<file path="src/rtl/match_sequencer_if.sv">
// Event/status bundle between the duel action logic and match_sequencer.
// master drives the per-cycle events; slave (the sequencer) returns match status.
interface match_sequencer_if;
    localparam int unsigned SCREEN_W = 4;
    localparam int unsigned ADV_W    = 2;
    localparam int unsigned STATE_W  = 3;

    logic                       frame_tick;
    logic                       start;
    logic                       dead_L;
    logic                       dead_R;
    logic                       collision;
    logic                       edge_L;
    logic                       edge_R;

    logic                       freeze;
    logic                       respawn;
    logic signed [SCREEN_W-1:0] screen_idx;
    logic [ADV_W-1:0]           adv;
    logic                       win_L;
    logic                       win_R;
    logic [STATE_W-1:0]         state;

    modport master (
        output frame_tick, start, dead_L, dead_R, collision, edge_L, edge_R,
        input  freeze, respawn, screen_idx, adv, win_L, win_R, state
    );

    modport slave (
        input  frame_tick, start, dead_L, dead_R, collision, edge_L, edge_R,
        output freeze, respawn, screen_idx, adv, win_L, win_R, state
    );
endinterface

</file>
<file path="src/rtl/match_sequencer.sv">
// Duel arena round/match controller: countdown, fight, kill, respawn, scroll, game over.
// Optional sword-clash stun state is compiled in when MATCH_CLASH_EN is defined.
module match_sequencer #(
    parameter int          SCREENS_HALF   = 2,
    parameter int unsigned START_FRAMES   = 120,
    parameter int unsigned KILL_FRAMES    = 60,
    parameter int unsigned RESPAWN_FRAMES = 30,
    parameter int unsigned CLASH_FRAMES   = 8
) (
    input  logic               clk,
    input  logic               reset,
    match_sequencer_if.slave   bus
);
    localparam int unsigned SCR_W    = 4;
    localparam int unsigned ADV_W    = 2;
    localparam int unsigned MAX_A    = (START_FRAMES > KILL_FRAMES) ? START_FRAMES : KILL_FRAMES;
    localparam int unsigned MAX_B    = (RESPAWN_FRAMES > CLASH_FRAMES) ? RESPAWN_FRAMES : CLASH_FRAMES;
    localparam int unsigned MAX_FR   = (MAX_A > MAX_B) ? MAX_A : MAX_B;
    localparam int unsigned TIMER_W  = $clog2(MAX_FR + 1);

    localparam logic [TIMER_W-1:0] T_START   = TIMER_W'(START_FRAMES);
    localparam logic [TIMER_W-1:0] T_KILL    = TIMER_W'(KILL_FRAMES);
    localparam logic [TIMER_W-1:0] T_RESPAWN = TIMER_W'(RESPAWN_FRAMES);
`ifdef MATCH_CLASH_EN
    localparam logic [TIMER_W-1:0] T_CLASH   = TIMER_W'(CLASH_FRAMES);
`endif
    localparam logic [TIMER_W-1:0] T_ONE     = TIMER_W'(1);

    localparam logic signed [SCR_W-1:0] SCR_MAX = SCR_W'(SCREENS_HALF);
    localparam logic signed [SCR_W-1:0] SCR_MIN = SCR_W'(-SCREENS_HALF);
    localparam logic signed [SCR_W-1:0] SCR_ONE = SCR_W'(1);

    localparam logic [ADV_W-1:0] ADV_NONE = 2'd0;
    localparam logic [ADV_W-1:0] ADV_L    = 2'd1;
    localparam logic [ADV_W-1:0] ADV_R    = 2'd2;

    typedef enum logic [2:0] {
        IDLE      = 3'd0,
        COUNTDOWN = 3'd1,
        FIGHT     = 3'd2,
        KILL      = 3'd3,
        RESPAWN   = 3'd4,
        CLASH     = 3'd5,
        OVER      = 3'd6
    } state_e;

    state_e                   state_q,   state_d;
    logic [TIMER_W-1:0]       timer_q,   timer_d;
    logic signed [SCR_W-1:0]  screen_q,  screen_d;
    logic [ADV_W-1:0]         adv_q,     adv_d;
    logic                     win_l_q,   win_l_d;
    logic                     win_r_q,   win_r_d;
    logic                     freeze_q,  freeze_d;
    logic                     respawn_q, respawn_d;

    logic                     timer_done;
    logic [TIMER_W-1:0]       timer_dec;

    // A timed state ends on the tick that finds the timer at 1, so it spans exactly N ticks.
    assign timer_done = bus.frame_tick && (timer_q == T_ONE);
    assign timer_dec  = timer_q - T_ONE;

`ifndef MATCH_CLASH_EN
    logic collision_unused;
    assign collision_unused = bus.collision;
`endif

    // State and registered outputs.
    always_ff @(posedge clk or negedge reset) begin
        if (!reset) begin
            state_q   <= IDLE;
            timer_q   <= '0;
            screen_q  <= '0;
            adv_q     <= ADV_NONE;
            win_l_q   <= 1'b0;
            win_r_q   <= 1'b0;
            freeze_q  <= 1'b1;
            respawn_q <= 1'b0;
        end else begin
            state_q   <= state_d;
            timer_q   <= timer_d;
            screen_q  <= screen_d;
            adv_q     <= adv_d;
            win_l_q   <= win_l_d;
            win_r_q   <= win_r_d;
            freeze_q  <= freeze_d;
            respawn_q <= respawn_d;
        end
    end

    // Next-state and next-output logic.
    always_comb begin
        state_d   = state_q;
        timer_d   = timer_q;
        screen_d  = screen_q;
        adv_d     = adv_q;
        win_l_d   = win_l_q;
        win_r_d   = win_r_q;
        respawn_d = 1'b0;

        case (state_q)
            IDLE: begin
                if (bus.start) begin
                    state_d = COUNTDOWN;
                    timer_d = T_START;
                end
            end

            COUNTDOWN: begin
                if (timer_done) begin
                    state_d = FIGHT;
                end else if (bus.frame_tick) begin
                    timer_d = timer_dec;
                end
            end

            // Events take priority over a coincident frame tick; the new timer is loaded fresh.
            FIGHT: begin
                if (bus.edge_L && (adv_q == ADV_L)) begin
                    if (screen_q == SCR_MAX) begin
                        win_l_d = 1'b1;
                        state_d = OVER;
                    end else begin
                        screen_d  = screen_q + SCR_ONE;
                        respawn_d = 1'b1;
                        state_d   = RESPAWN;
                        timer_d   = T_RESPAWN;
                    end
                end else if (bus.edge_R && (adv_q == ADV_R)) begin
                    if (screen_q == SCR_MIN) begin
                        win_r_d = 1'b1;
                        state_d = OVER;
                    end else begin
                        screen_d  = screen_q - SCR_ONE;
                        respawn_d = 1'b1;
                        state_d   = RESPAWN;
                        timer_d   = T_RESPAWN;
                    end
                end else if (bus.dead_L && bus.dead_R) begin
                    adv_d   = ADV_NONE;
                    state_d = KILL;
                    timer_d = T_KILL;
                end else if (bus.dead_L) begin
                    adv_d   = ADV_R;
                    state_d = KILL;
                    timer_d = T_KILL;
                end else if (bus.dead_R) begin
                    adv_d   = ADV_L;
                    state_d = KILL;
                    timer_d = T_KILL;
`ifdef MATCH_CLASH_EN
                end else if (bus.collision) begin
                    state_d = CLASH;
                    timer_d = T_CLASH;
`endif
                end
            end

            KILL: begin
                if (timer_done) begin
                    respawn_d = 1'b1;
                    state_d   = RESPAWN;
                    timer_d   = T_RESPAWN;
                end else if (bus.frame_tick) begin
                    timer_d = timer_dec;
                end
            end

            RESPAWN: begin
                if (timer_done) begin
                    state_d = FIGHT;
                end else if (bus.frame_tick) begin
                    timer_d = timer_dec;
                end
            end

`ifdef MATCH_CLASH_EN
            CLASH: begin
                if (timer_done) begin
                    state_d = FIGHT;
                end else if (bus.frame_tick) begin
                    timer_d = timer_dec;
                end
            end
`endif

            OVER: begin
                state_d = OVER;
            end

            default: begin
                state_d = IDLE;
            end
        endcase

        freeze_d = (state_d != FIGHT);
    end

    assign bus.state      = state_q;
    assign bus.freeze     = freeze_q;
    assign bus.respawn    = respawn_q;
    assign bus.screen_idx = screen_q;
    assign bus.adv        = adv_q;
    assign bus.win_L      = win_l_q;
    assign bus.win_R      = win_r_q;

endmodule

</file>
<file path="src/flat_wrapper.sv">
// flat-port wrapper written by rule: the top's interface ports become plain ports
module match_sequencer_flat 
#(
    parameter int          SCREENS_HALF   = 2,
    parameter int unsigned START_FRAMES   = 120,
    parameter int unsigned KILL_FRAMES    = 60,
    parameter int unsigned RESPAWN_FRAMES = 30,
    parameter int unsigned CLASH_FRAMES   = 8
)
  (clk, reset, bus_frame_tick, bus_start, bus_dead_L, bus_dead_R, bus_collision, bus_edge_L, bus_edge_R, bus_freeze, bus_respawn, bus_screen_idx, bus_adv, bus_win_L, bus_win_R, bus_state);
  match_sequencer_if bus_i ();
  input  logic clk;
  input  logic reset;
  input wire logic [$bits(bus_i.frame_tick)-1:0] bus_frame_tick;
  input wire logic [$bits(bus_i.start)-1:0] bus_start;
  input wire logic [$bits(bus_i.dead_L)-1:0] bus_dead_L;
  input wire logic [$bits(bus_i.dead_R)-1:0] bus_dead_R;
  input wire logic [$bits(bus_i.collision)-1:0] bus_collision;
  input wire logic [$bits(bus_i.edge_L)-1:0] bus_edge_L;
  input wire logic [$bits(bus_i.edge_R)-1:0] bus_edge_R;
  output wire logic [$bits(bus_i.freeze)-1:0] bus_freeze;
  output wire logic [$bits(bus_i.respawn)-1:0] bus_respawn;
  output wire logic [$bits(bus_i.screen_idx)-1:0] bus_screen_idx;
  output wire logic [$bits(bus_i.adv)-1:0] bus_adv;
  output wire logic [$bits(bus_i.win_L)-1:0] bus_win_L;
  output wire logic [$bits(bus_i.win_R)-1:0] bus_win_R;
  output wire logic [$bits(bus_i.state)-1:0] bus_state;
  assign bus_i.frame_tick = bus_frame_tick;
  assign bus_i.start = bus_start;
  assign bus_i.dead_L = bus_dead_L;
  assign bus_i.dead_R = bus_dead_R;
  assign bus_i.collision = bus_collision;
  assign bus_i.edge_L = bus_edge_L;
  assign bus_i.edge_R = bus_edge_R;
  assign bus_freeze = bus_i.freeze;
  assign bus_respawn = bus_i.respawn;
  assign bus_screen_idx = bus_i.screen_idx;
  assign bus_adv = bus_i.adv;
  assign bus_win_L = bus_i.win_L;
  assign bus_win_R = bus_i.win_R;
  assign bus_state = bus_i.state;
  match_sequencer #(.SCREENS_HALF(SCREENS_HALF), .START_FRAMES(START_FRAMES), .KILL_FRAMES(KILL_FRAMES), .RESPAWN_FRAMES(RESPAWN_FRAMES), .CLASH_FRAMES(CLASH_FRAMES)) u_core (.clk(clk), .reset(reset), .bus(bus_i));
endmodule
</file>
<file path="config.mk">
export PLATFORM = sky130hd
export DESIGN_NAME = match_sequencer_flat
export DESIGN_NICKNAME = d
export VERILOG_FILES = /design/src/rtl/match_sequencer_if.sv /design/src/rtl/match_sequencer.sv /design/src/flat_wrapper.sv
export SDC_FILE = /design/constraint.sdc
export NUM_CORES = 1
export LEC_CHECK = 0
export ABC_AREA = 1
export ABC_CLOCK_PERIOD_IN_PS = 2100
export CAP_MARGIN = 20
export CORE_ASPECT_RATIO = 1.4
export CORE_UTILIZATION = 55
export DETAILED_ROUTE_END_ITERATION = 8
export DONT_BUFFER_PORTS = 1
export GPL_TIMING_DRIVEN = 0
export PLACE_DENSITY = 0.79
export SLEW_MARGIN = 20
export SYNTH_ARGS = -nofsm -noshare
export SYNTH_HDL_FRONTEND = slang
export SYNTH_SLANG_ARGS = --single-unit
</file>
<file path="constraint.sdc">
create_clock -name clk -period 2.1 [get_ports clk]
set_clock_uncertainty 0.15 [all_clocks]
set_input_delay 0.63 -clock clk [delete_from_list [all_inputs] [get_ports clk]]
set_output_delay 0.63 -clock clk [all_outputs]
set_load 0.005 [all_outputs]
</file>
Word-level counts from Yosys, hierarchy flattened

Index checks and enable logic that the tools add are counted.
W data, S select, Z words.

Muxes and demuxes: 36
Reduce and logical (&&, ||, !) cells: 14
Bitwise logic cells: 2
Eq/ne operators: 18
$add $sub $neg: 3

Operator list:

| kind                  | number |
|---|---|
| $mux W7               | 11 |
| $pmux W7 S4           | 1 |
| $mux W3               | 8 |
| $mux W4               | 4 |
| $pmux W3 S5           | 1 |
| $reduce_and A4 Y1     | 3 |
| $mux W2               | 5 |
| $eq A7 B1 Y1 const B  | 1 |
| $sub A7 B1 Y7 const B | 1 |
| $eq A3 B2 Y1 const B  | 2 |
| $eq A3 B3 Y1 const B  | 2 |
| $ne A2 B2 Y1 const B  | 3 |
| $ne A6 B3 Y1 const B  | 1 |
| $reduce_and A6 Y1     | 1 |
| $mux W1               | 5 |
| $add A4 B2 Y4 const B | 1 |
| $eq A4 B2 Y1 const B  | 1 |
| $eq A4 B3 Y1 const B  | 1 |
| $logic_and A1 B1 Y1   | 4 |
| $ne A4 B3 Y1 const B  | 1 |
| $reduce_bool A4 Y1    | 1 |
| $sub A4 B2 Y4 const B | 1 |
| $eq A3 B1 Y1 const B  | 1 |
| $logic_not A3 Y1      | 1 |
| other kinds (11)      | 12 |

Bits in registers: 20
Output and inout port bits: 13
Input bits: 9
Logic and storage cells: 81

Logic depth before layout (Yosys ltp)

Depth in word-level cells: 7
Mapped depth: 11
Mapped depth without buffers: 11

Worst setup path before layout

OpenSTA, ideal clock, no wires.

Kind: in2reg
From: input port bus_edge_L
To: register u_core.screen_q[3], in the netlist u_core.bus.screen_idx[3]
Stages: 8
Required time: 1.834 ns
Slack: 0.223 ns
Library setup time: 0.116 ns
Arrival: 1.610 ns
Buffers on the path: 0
Cells stage by stage: nand3_1 > ha_1 > nand2_1 > nand2_1 > o21ai_0 > nand2_1 > nand2_1 > nand2_1

Longest elaborated chain between the ends: 3
Elaborated cells on any way between the ends: 6
Classes of those cells: eq/ne (2); mux (1); reduce/logical (3)

Ends and longest elaborated chain:

| what                                                 | RTL line               | source |
|---|---|---|
| from (decl)                                          | flat_wrapper.sv:19     | `input wire logic [$bits(bus_i.edge_L)-1:0] bus_edge_L;` |
| $logic_and A1 B1 Y1 *                                | match_sequencer.sv:119 | `if (bus.edge_L && (adv_q == ADV_L)) begin` |
| $ne A2 B2 Y1 (no line), or another cell as far along | --                     |  |
| $reduce_and A4 Y1 (no line)                          | --                     |  |
| to (signal assigned)                                 | match_sequencer.sv:82  | `screen_q <= screen_d;` |
| to (decl)                                            | match_sequencer.sv:49  | `logic signed [SCR_W-1:0] screen_q, screen_d;` |

Mark *: on every way between the ends. The rest lies on a longest branch, timed or not.
A chain may end at the register's enable or synchronous reset.

Worst setup path in the final report

From: register u_core.adv_q[1], in the netlist u_core.bus.adv[1]
To: register u_core.screen_q[3], in the netlist u_core.bus.screen_idx[3]

Longest elaborated chain between the ends: 4
Elaborated cells on any way between the ends: 9
Classes of those cells: eq/ne (4); mux (1); reduce/logical (4)

Ends and longest elaborated chain:

| what                                                 | RTL line                                       | source |
|---|---|---|
| from (decl)                                          | match_sequencer.sv:50                          | `logic [ADV_W-1:0] adv_q, adv_d;` |
| from (signal assigned)                               | match_sequencer.sv:83                          | `adv_q <= adv_d;` |
| $eq A2 B1 Y1 or $eq A2 B2 Y1 (tied branches)         | match_sequencer.sv:119, match_sequencer.sv:129 |  |
| $logic_and A1 B1 Y1 (on tied branches)               | match_sequencer.sv:119, match_sequencer.sv:129 |  |
| $ne A2 B2 Y1 (no line), or another cell as far along | --                                             |  |
| $reduce_and A4 Y1 (no line)                          | --                                             |  |

Several ways; a longest one is shown, not always the timed one.

==> impl_metrics.py <==
metrics = {
    "run_status": {
        "status": "finished, violations left",
        "violations": "design-rule violations",
    },
    "worst_setup_path": {
        "r2r_setup_slack_ps": 270,
        "start_kind": "flop",
        "arrival_ps": 1890,
        "cp.required_ps": 2160,
        "reg2reg_depth": 10,
        "r2r-end": "u_core.bus.screen_idx[3]",
        "end_kind": "flop",
        "critical_path.max_fanout": 7,
        "critical_path_class": "reg2reg",
        "rr_startpoint": "u_core.bus.adv[1]",
    },
    "die": {
        "die_area_um2": 2680,
        "io_pins": 22,
        "row_count": 21,
        "start_util": 0.576,
        "fp.dieH_um": 60.9,
        "core_area_um2": 2360,
        "die_x_um": 44.0,
    },
    "cts": {
        "clock_sinks": 20,
        "root_buffer": "clkbuf_4",
        "clkLatencyLatePin_ps": 300,
        "post_cts_buffers": 0,
        "cts_tree": "done",
        "htree_num_levels": 1,
        "ctsLongestPathBuffers": 2,
        "clk_pin_slew_ps": 110,
        "cts_buffers": 3,
    },
    "sta": {
        "period_needed_ps": 1830,
        "post-route-period-util": 0.870,
        "fin_hold_ws_ps": 280,
        "setup_viol": 0,
        "drv_slew": 0,
        "final.setup.tns_ps": 0,
        "worst_pin_slew_ps": 859,
        "rsz0062_at_grt": "no",
        "fmax_mhz": 547,
        "slew-limit-headroom": 0.425,
        "hold_viol": 0,
    },
    "grt": {
        "overflow": 0,
        "grt_pass1_vias": 1173,
        "grt_max_degree": 20,
        "grt_usage": 0.247,
        "antenna_found_initial": 0,
        "grt_pass1_wl_mm": 4.93,
    },
    "drt": {
        "drt_pass1_iterations": 6,
        "routed_wl_mm": 3.00,
        "drt-vias-per-instance": 5.57,
        "drc": 1,
        "dr.first_iter.drc_count": 55,
        "wl_per_cell_um": 13.2,
        "ant_nets": 0,
        "vias": 1265,
    },
    "synthesis": {
        "yosysSeqAreaShare": 0.369,
        "syn_inst": 198,
        "yosysWarningCount": 0,
        "synthesis.area_um2": 1360,
        "ys_seq_elements": 20,
        "ys_types": 26,
        "avgSynthCellArea_um2": 6.88,
        "syn_nets": 212,
    },
    "place": {
        "place_congestion": 0.921,
        "dp_hpwl_mm": 2.25,
        "port_buffers": 0,
    },
    "power": {
        "p_leak_nw": 0.817,
        "pwr-share-seq": 0.377,
        "pwr-share-clk": 0.125,
        "power_switching_mw": 0.835,
        "internal_power_mw": 0.962,
        "swShare": 0.465,
        "max-vdd-ir-drop_uv": 743,
        "p_comb_frac": 0.498,
        "p_per_area_nw_per_um2": 1240,
    },
    "hold_path": {
        "holdPathStages": 1,
        "hp-class": "in2reg",
        "hp-start": "bus_dead_R",
        "holdPathEnd": "u_core.bus.adv[1]",
    },
    "flow_run": {
        "cap_violations": 0,
    },
    "final_layout": {
        "final_util": 0.614,
        "num-fill-cells": 229,
        "multiInputGateArea_um2": 758,
        "drive_above_1_share": 0.0784,
        "num-nets-final": 219,
        "diodes": 0,
        "area_growth_pct": 6.62,
        "regArea_um2": 502,
    },
}
==> kinds of logic after synthesis <==
logic type | after synthesis | synth area share
AND/OR/NAND/NOR | 119 | 0.376
buffers and inverters | 28 | 0.0781
AO/OA/AOI/OAI | 21 | 0.0938
flip-flops | 20 | 0.369
XOR/XNOR | 5 | 0.0322
adder cells (fa/ha/maj) | 5 | 0.0515
==> cell usage after synthesis (all sizes together) <==
library cell   n  area, um2
inv           27        101
xor2           2       17.5
buf            1       5.00
ha             4       50.1
a22oi          1       7.51
o21ai         13       68.8
dfstp          1       26.3
nand3         19        108
nor2          27        114
nand2         69        264
o21bai         3       22.5
dfrtp         19        475
nand3b         1       7.51
o211ai         1       7.51
a31o           1       8.76
xnor2          3       26.3
a21boi         1       7.51
nand4          3       18.8
a21oi          1       5.00
fa             1       20.0
==> metrics by stage <==
stage          area [um2]  power (mW)  worst slack (ps)  cells
2_1_floorplan        1360        1.37               223    198
3_3_place_gp         1390        1.51              89.4    221
3_5_place_dp         1390        1.56              35.0    221
4_1_cts              1440        1.79               131    226
5_1_grt              1450        1.98              78.5    227
6_report             1450        1.80               273    227
==> cell usage in the layout (no fill, tap or decap), types with 2 or more instances in the layout <==
master | netlist | layout
o21ai_0 | 12 | 12
o21bai_1 | 3 | 3
ha_1 | 4 | 4
clkbuf_4 | 0 | 3
nand4_1 | 3 | 3
dlygate4sd3_1 | 0 | 2
inv_1 | 26 | 26
nand3_1 | 18 | 17
dfrtp_1 | 19 | 19
nand2_2 | 2 | 2
nor2_2 | 2 | 2
xnor2_1 | 3 | 3
nand2_1 | 67 | 67
xor2_1 | 2 | 2
nor2_1 | 24 | 24
==> repair_timing <==
action                                  4_1_cts  5_1_grt
endpoints found under the hold margin        19        1
resized for setup                             0        1
endpoints found under the setup margin        0        1
hold buffers                                  1        1
==> critical path: stages, from the launching register on <==
cell	delay, ps
dfrtp_1	450
inv_1	110
nand3_2	170
ha_1	390
nand2_1	60
nor2_1	140
nor2_1	60
nand2_1	70
nand2_1	50
nand2_1	50
nand2_1	40
==> flip-flops by register name, summed over array words and instances, names as in the netlist <==
register               count
u_core.bus.adv             2
u_core.bus.freeze          1
u_core.bus.respawn         1
u_core.bus.screen_idx      4
u_core.bus.state           3
u_core.bus.win_L           1
u_core.bus.win_R           1
u_core.timer_q             7
==> worst max path at each step <==
| stage | from | end |
|---|---|---|
| after floorplan | bus_edge_L | u_core.bus.screen_idx[3] |
| after CTS | u_core.bus.adv[1] | u_core.bus.screen_idx[3] |
| after global placement | bus_edge_L | u_core.bus.screen_idx[3] |
| after detailed placement | bus_edge_L | u_core.bus.screen_idx[3] |
| after global routing | u_core.bus.adv[1] | u_core.bus.screen_idx[3] |
| final | u_core.bus.adv[1] | u_core.bus.screen_idx[3] |
==> layer usage <==
| layer | share of wire | GRT usage |
|---|---|---|
| met1 | 0.42 | 0.295 |
| met2 | 0.52 | 0.431 |
| met3 | 0.036 | 0.0387 |
| met4 | 0.017 | 0.117 |
| met5 | 0 | 0 |
==> cell type report <==
class	count	area share
Buffer	1	0.00345
Clock buffer	4	0.0250
Inverter	27	0.0698
Multi-Input combinational cell	150	0.522
Sequential cell	20	0.346
Tap cell	23	0.0198
Timing Repair Buffer	2	0.0138
==> power by group through the flow <==
stage	logic, mW	clock network (mW)	registers (mW)
2_1_floorplan	0.726	0	0.643
6_report	0.895	0.224	0.678
3_3_place_gp	0.832	0	0.675
5_1_grt	1.05	0.237	0.699
4_1_cts	0.890	0.227	0.674
3_5_place_dp	0.873	0	0.682
Power figures use the tool's default switching activity.
==> RTL change: new RTL, config.mk and constraints unchanged <==
`RESPAWN_FRAMES` is set to 30 in 2 places; all go to 15.
--- a/src/rtl/match_sequencer.sv
+++ b/src/rtl/match_sequencer.sv
@@ -5,5 +5,5 @@
     parameter int unsigned START_FRAMES   = 120,
     parameter int unsigned KILL_FRAMES    = 60,
-    parameter int unsigned RESPAWN_FRAMES = 30,
+    parameter int unsigned RESPAWN_FRAMES = 15,
     parameter int unsigned CLASH_FRAMES   = 8
 ) (
--- a/src/flat_wrapper.sv
+++ b/src/flat_wrapper.sv
@@ -5,5 +5,5 @@
     parameter int unsigned START_FRAMES   = 120,
     parameter int unsigned KILL_FRAMES    = 60,
-    parameter int unsigned RESPAWN_FRAMES = 30,
+    parameter int unsigned RESPAWN_FRAMES = 15,
     parameter int unsigned CLASH_FRAMES   = 8
 )
Formal check against the unedited RTL: same outputs for any inputs over 10 cycles, from zero or initial values and one cycle with reset low; that may be too few to reach the edited logic, so the function may still have changed.
==> RTL change against the original RTL <==
Synthesized area grew 2.2%. Global-route usage rose by 0.23 points. Sequential cell count stayed put. Routed wire length is 4.4% lower. Clock power shrank 10%. Combinational power down 0.7%. Critical path type unchanged. Core utilization rose by 0.11 points. Total power fell by 2.9%. Final area rose by 1.3%. Critical endpoint unchanged. Synthesized cell count down 3.0%. Largest cell class unchanged. Worst setup slack improved by 0.017 ns. Sequential share of layout area is 0.44 points lower.
==> RTL change: results (changes against the original RTL) <==
stage;metric;value;unit;change
status;outcome;finished, final reports clean;;
clock_tree;insertion_delay;0.32;ns;+0.02 ns
global_routing;track_usage;25.0;%;+0.23 points
global_routing;grt_pass1_vias;1266;;+7.9%
drt;met2_length;1630;um;+3.7%
placed_design;gp_congestion;0.882;;-4.3%
layout;largest_register_ffs;7;;unchanged
placed_design;placed_area;1430;um2;+3.2%
synth;synth_mux_area_share;0;%;unchanged
drt;highest_layer;met4;;
clock_tree;htreeDepth;1;;unchanged
hold_path;hold_path.class;in -> reg;;
clock_tree;cts_root_buffer;clkbuf_4;;
placed_design;placed_cells;226;;+2.3%
critical_path;arrival;1.89;ns;about the same
synth;synth-compound-area-share;10.1;%;+0.70 points
timing;setup_slack;0.289;ns;+0.0165 ns
critical_path;path_class;reg -> reg;;
clock_tree;path_clk_slew;0.12;ns;
synth;synthCells;192;;-3.0%
drt;m1WireLength;1100;um;-13%
synth;synth_top_cells_by_count;64 x nand2_1, 29 x inv_1, 19 x dfrtp_1, 16 x nor2_1, 13 x nand3_1;;
global_routing;grt_pass1_wl;5060;um;+2.5%
critical_path;critical_path.top_delay_family;simple AND/OR/NAND/NOR gates;;
pwr;ir_drop;0.000681;V;-8.4%
critical_path;cp_max_fo;8;;+1
drt;drtIter0Drc;54;;-1.8%
critical_path;crit_slowest_cell;dfrtp_1;;
pwr;p_sw_share;47.3;%;+0.84 points
hold_path;hp-start;bus_dead_R;;
pwr;total_leakage_power;0.812;nW;-0.66%
drt;vias;1271;;+0.47%
synth;ys_seq_area_share;36.1;%;-0.80 points
critical_path;reg2reg_depth;9;;-1
critical_path;slowest_delay;0.44;ns;
global_routing;grt_max_degree;21;;+5.0%
drt;dr_wl_met3;121;um;+11%
synth;synthXorXnorAreaFrac;2.52;%;-0.70 points
drt;wl_per_cell;12.4;um;-6.1%
drt;via_per_inst;5.50;;-1.3%
synth;synthTopCellsByArea;dfrtp_1 34%, nand2_1 17%, inv_1 7.8%;;
layout;drive_gt1_share;10.2;%;+2.3 points
placed_design;pre_cts_slack;0.183;ns;+0.148 ns
clock_tree;clock_path_buffers;2;;unchanged
clock_tree;cts_buffers;3;;unchanged
timing;slew_headroom;38.0;%;-4.5 points
drt;drtPass1Iterations;4;;-2
synth;synth_ff_type;dfrtp_1;;
synth;synth_cell_types;26;;unchanged
synth;synth_fa_ha_area_share;5.04;%;-0.11 points
layout;layout.nets;212;;-3.2%
critical_path;crit_end;u_core.bus.screen_idx[3]$_DFFE_PN0P_;;
placed_design;dpl.hpwl;2220;um;-1.3%
layout;n_antenna_cell;0;;unchanged
## RTL change: power groups by stage
stage | combinational [mW] | clock, mW | sequential, mW
global route | 1.03 | 0.215 | 0.677
global placement | 0.832 | 0 | 0.655
detailed placement | 0.873 | 0 | 0.661
floorplan | 0.731 | 0 | 0.627
finish | 0.889 | 0.201 | 0.655
CTS | 0.888 | 0.203 | 0.653
## RTL change: area by class of cell
cell class,count,area (um2)
multi-input cells,142,777
well taps,34,42.5
flip-flops and latches,20,502
repair buffers,1,10.0
inverters,30,113
clock buffers,4,26.3
fillers,214,921
## RTL change: layer usage
layer / up-vias / global-route usage (%)
met5: - / 0
met4: 0 / 11.7
met3: 2 / 3.23
met2: 31 / 47.7
met1: 618 / 26.6
li1: 620 / -
## RTL change: cell families after synthesis
logic type / count (synthesis)
simple gates: 111
buf+inv: 30
compound gates: 22
flops: 20
fa+ha+maj: 5
xor+xnor: 4
## RTL change: worst min-delay path by stage
stage	endpoint	slack, ns	depth (start not counted)
after global routing	u_core.bus.adv[1]$_DFFE_PN0P_	0.27	1
after detailed placement	u_core.bus.win_R$_DFFE_PN0P_	0.18	0
final	u_core.bus.adv[1]$_DFFE_PN0P_	0.25	1
after global placement	u_core.bus.adv[0]$_DFFE_PN0P_	0.18	0
after floorplan	u_core.bus.adv[0]$_DFFE_PN0P_	0.18	0
after CTS	u_core.bus.adv[1]$_DFFE_PN0P_	0.26	1
## RTL change: what timing repair did
| item | 4_1_cts | 5_1_grt |
|---|---|---|
| hold buffers | 1 | 0 |
| setup buffers | 0 | 0 |
| resized for setup | 0 | 0 |
| hold endpoints to repair | 20 | 0 |
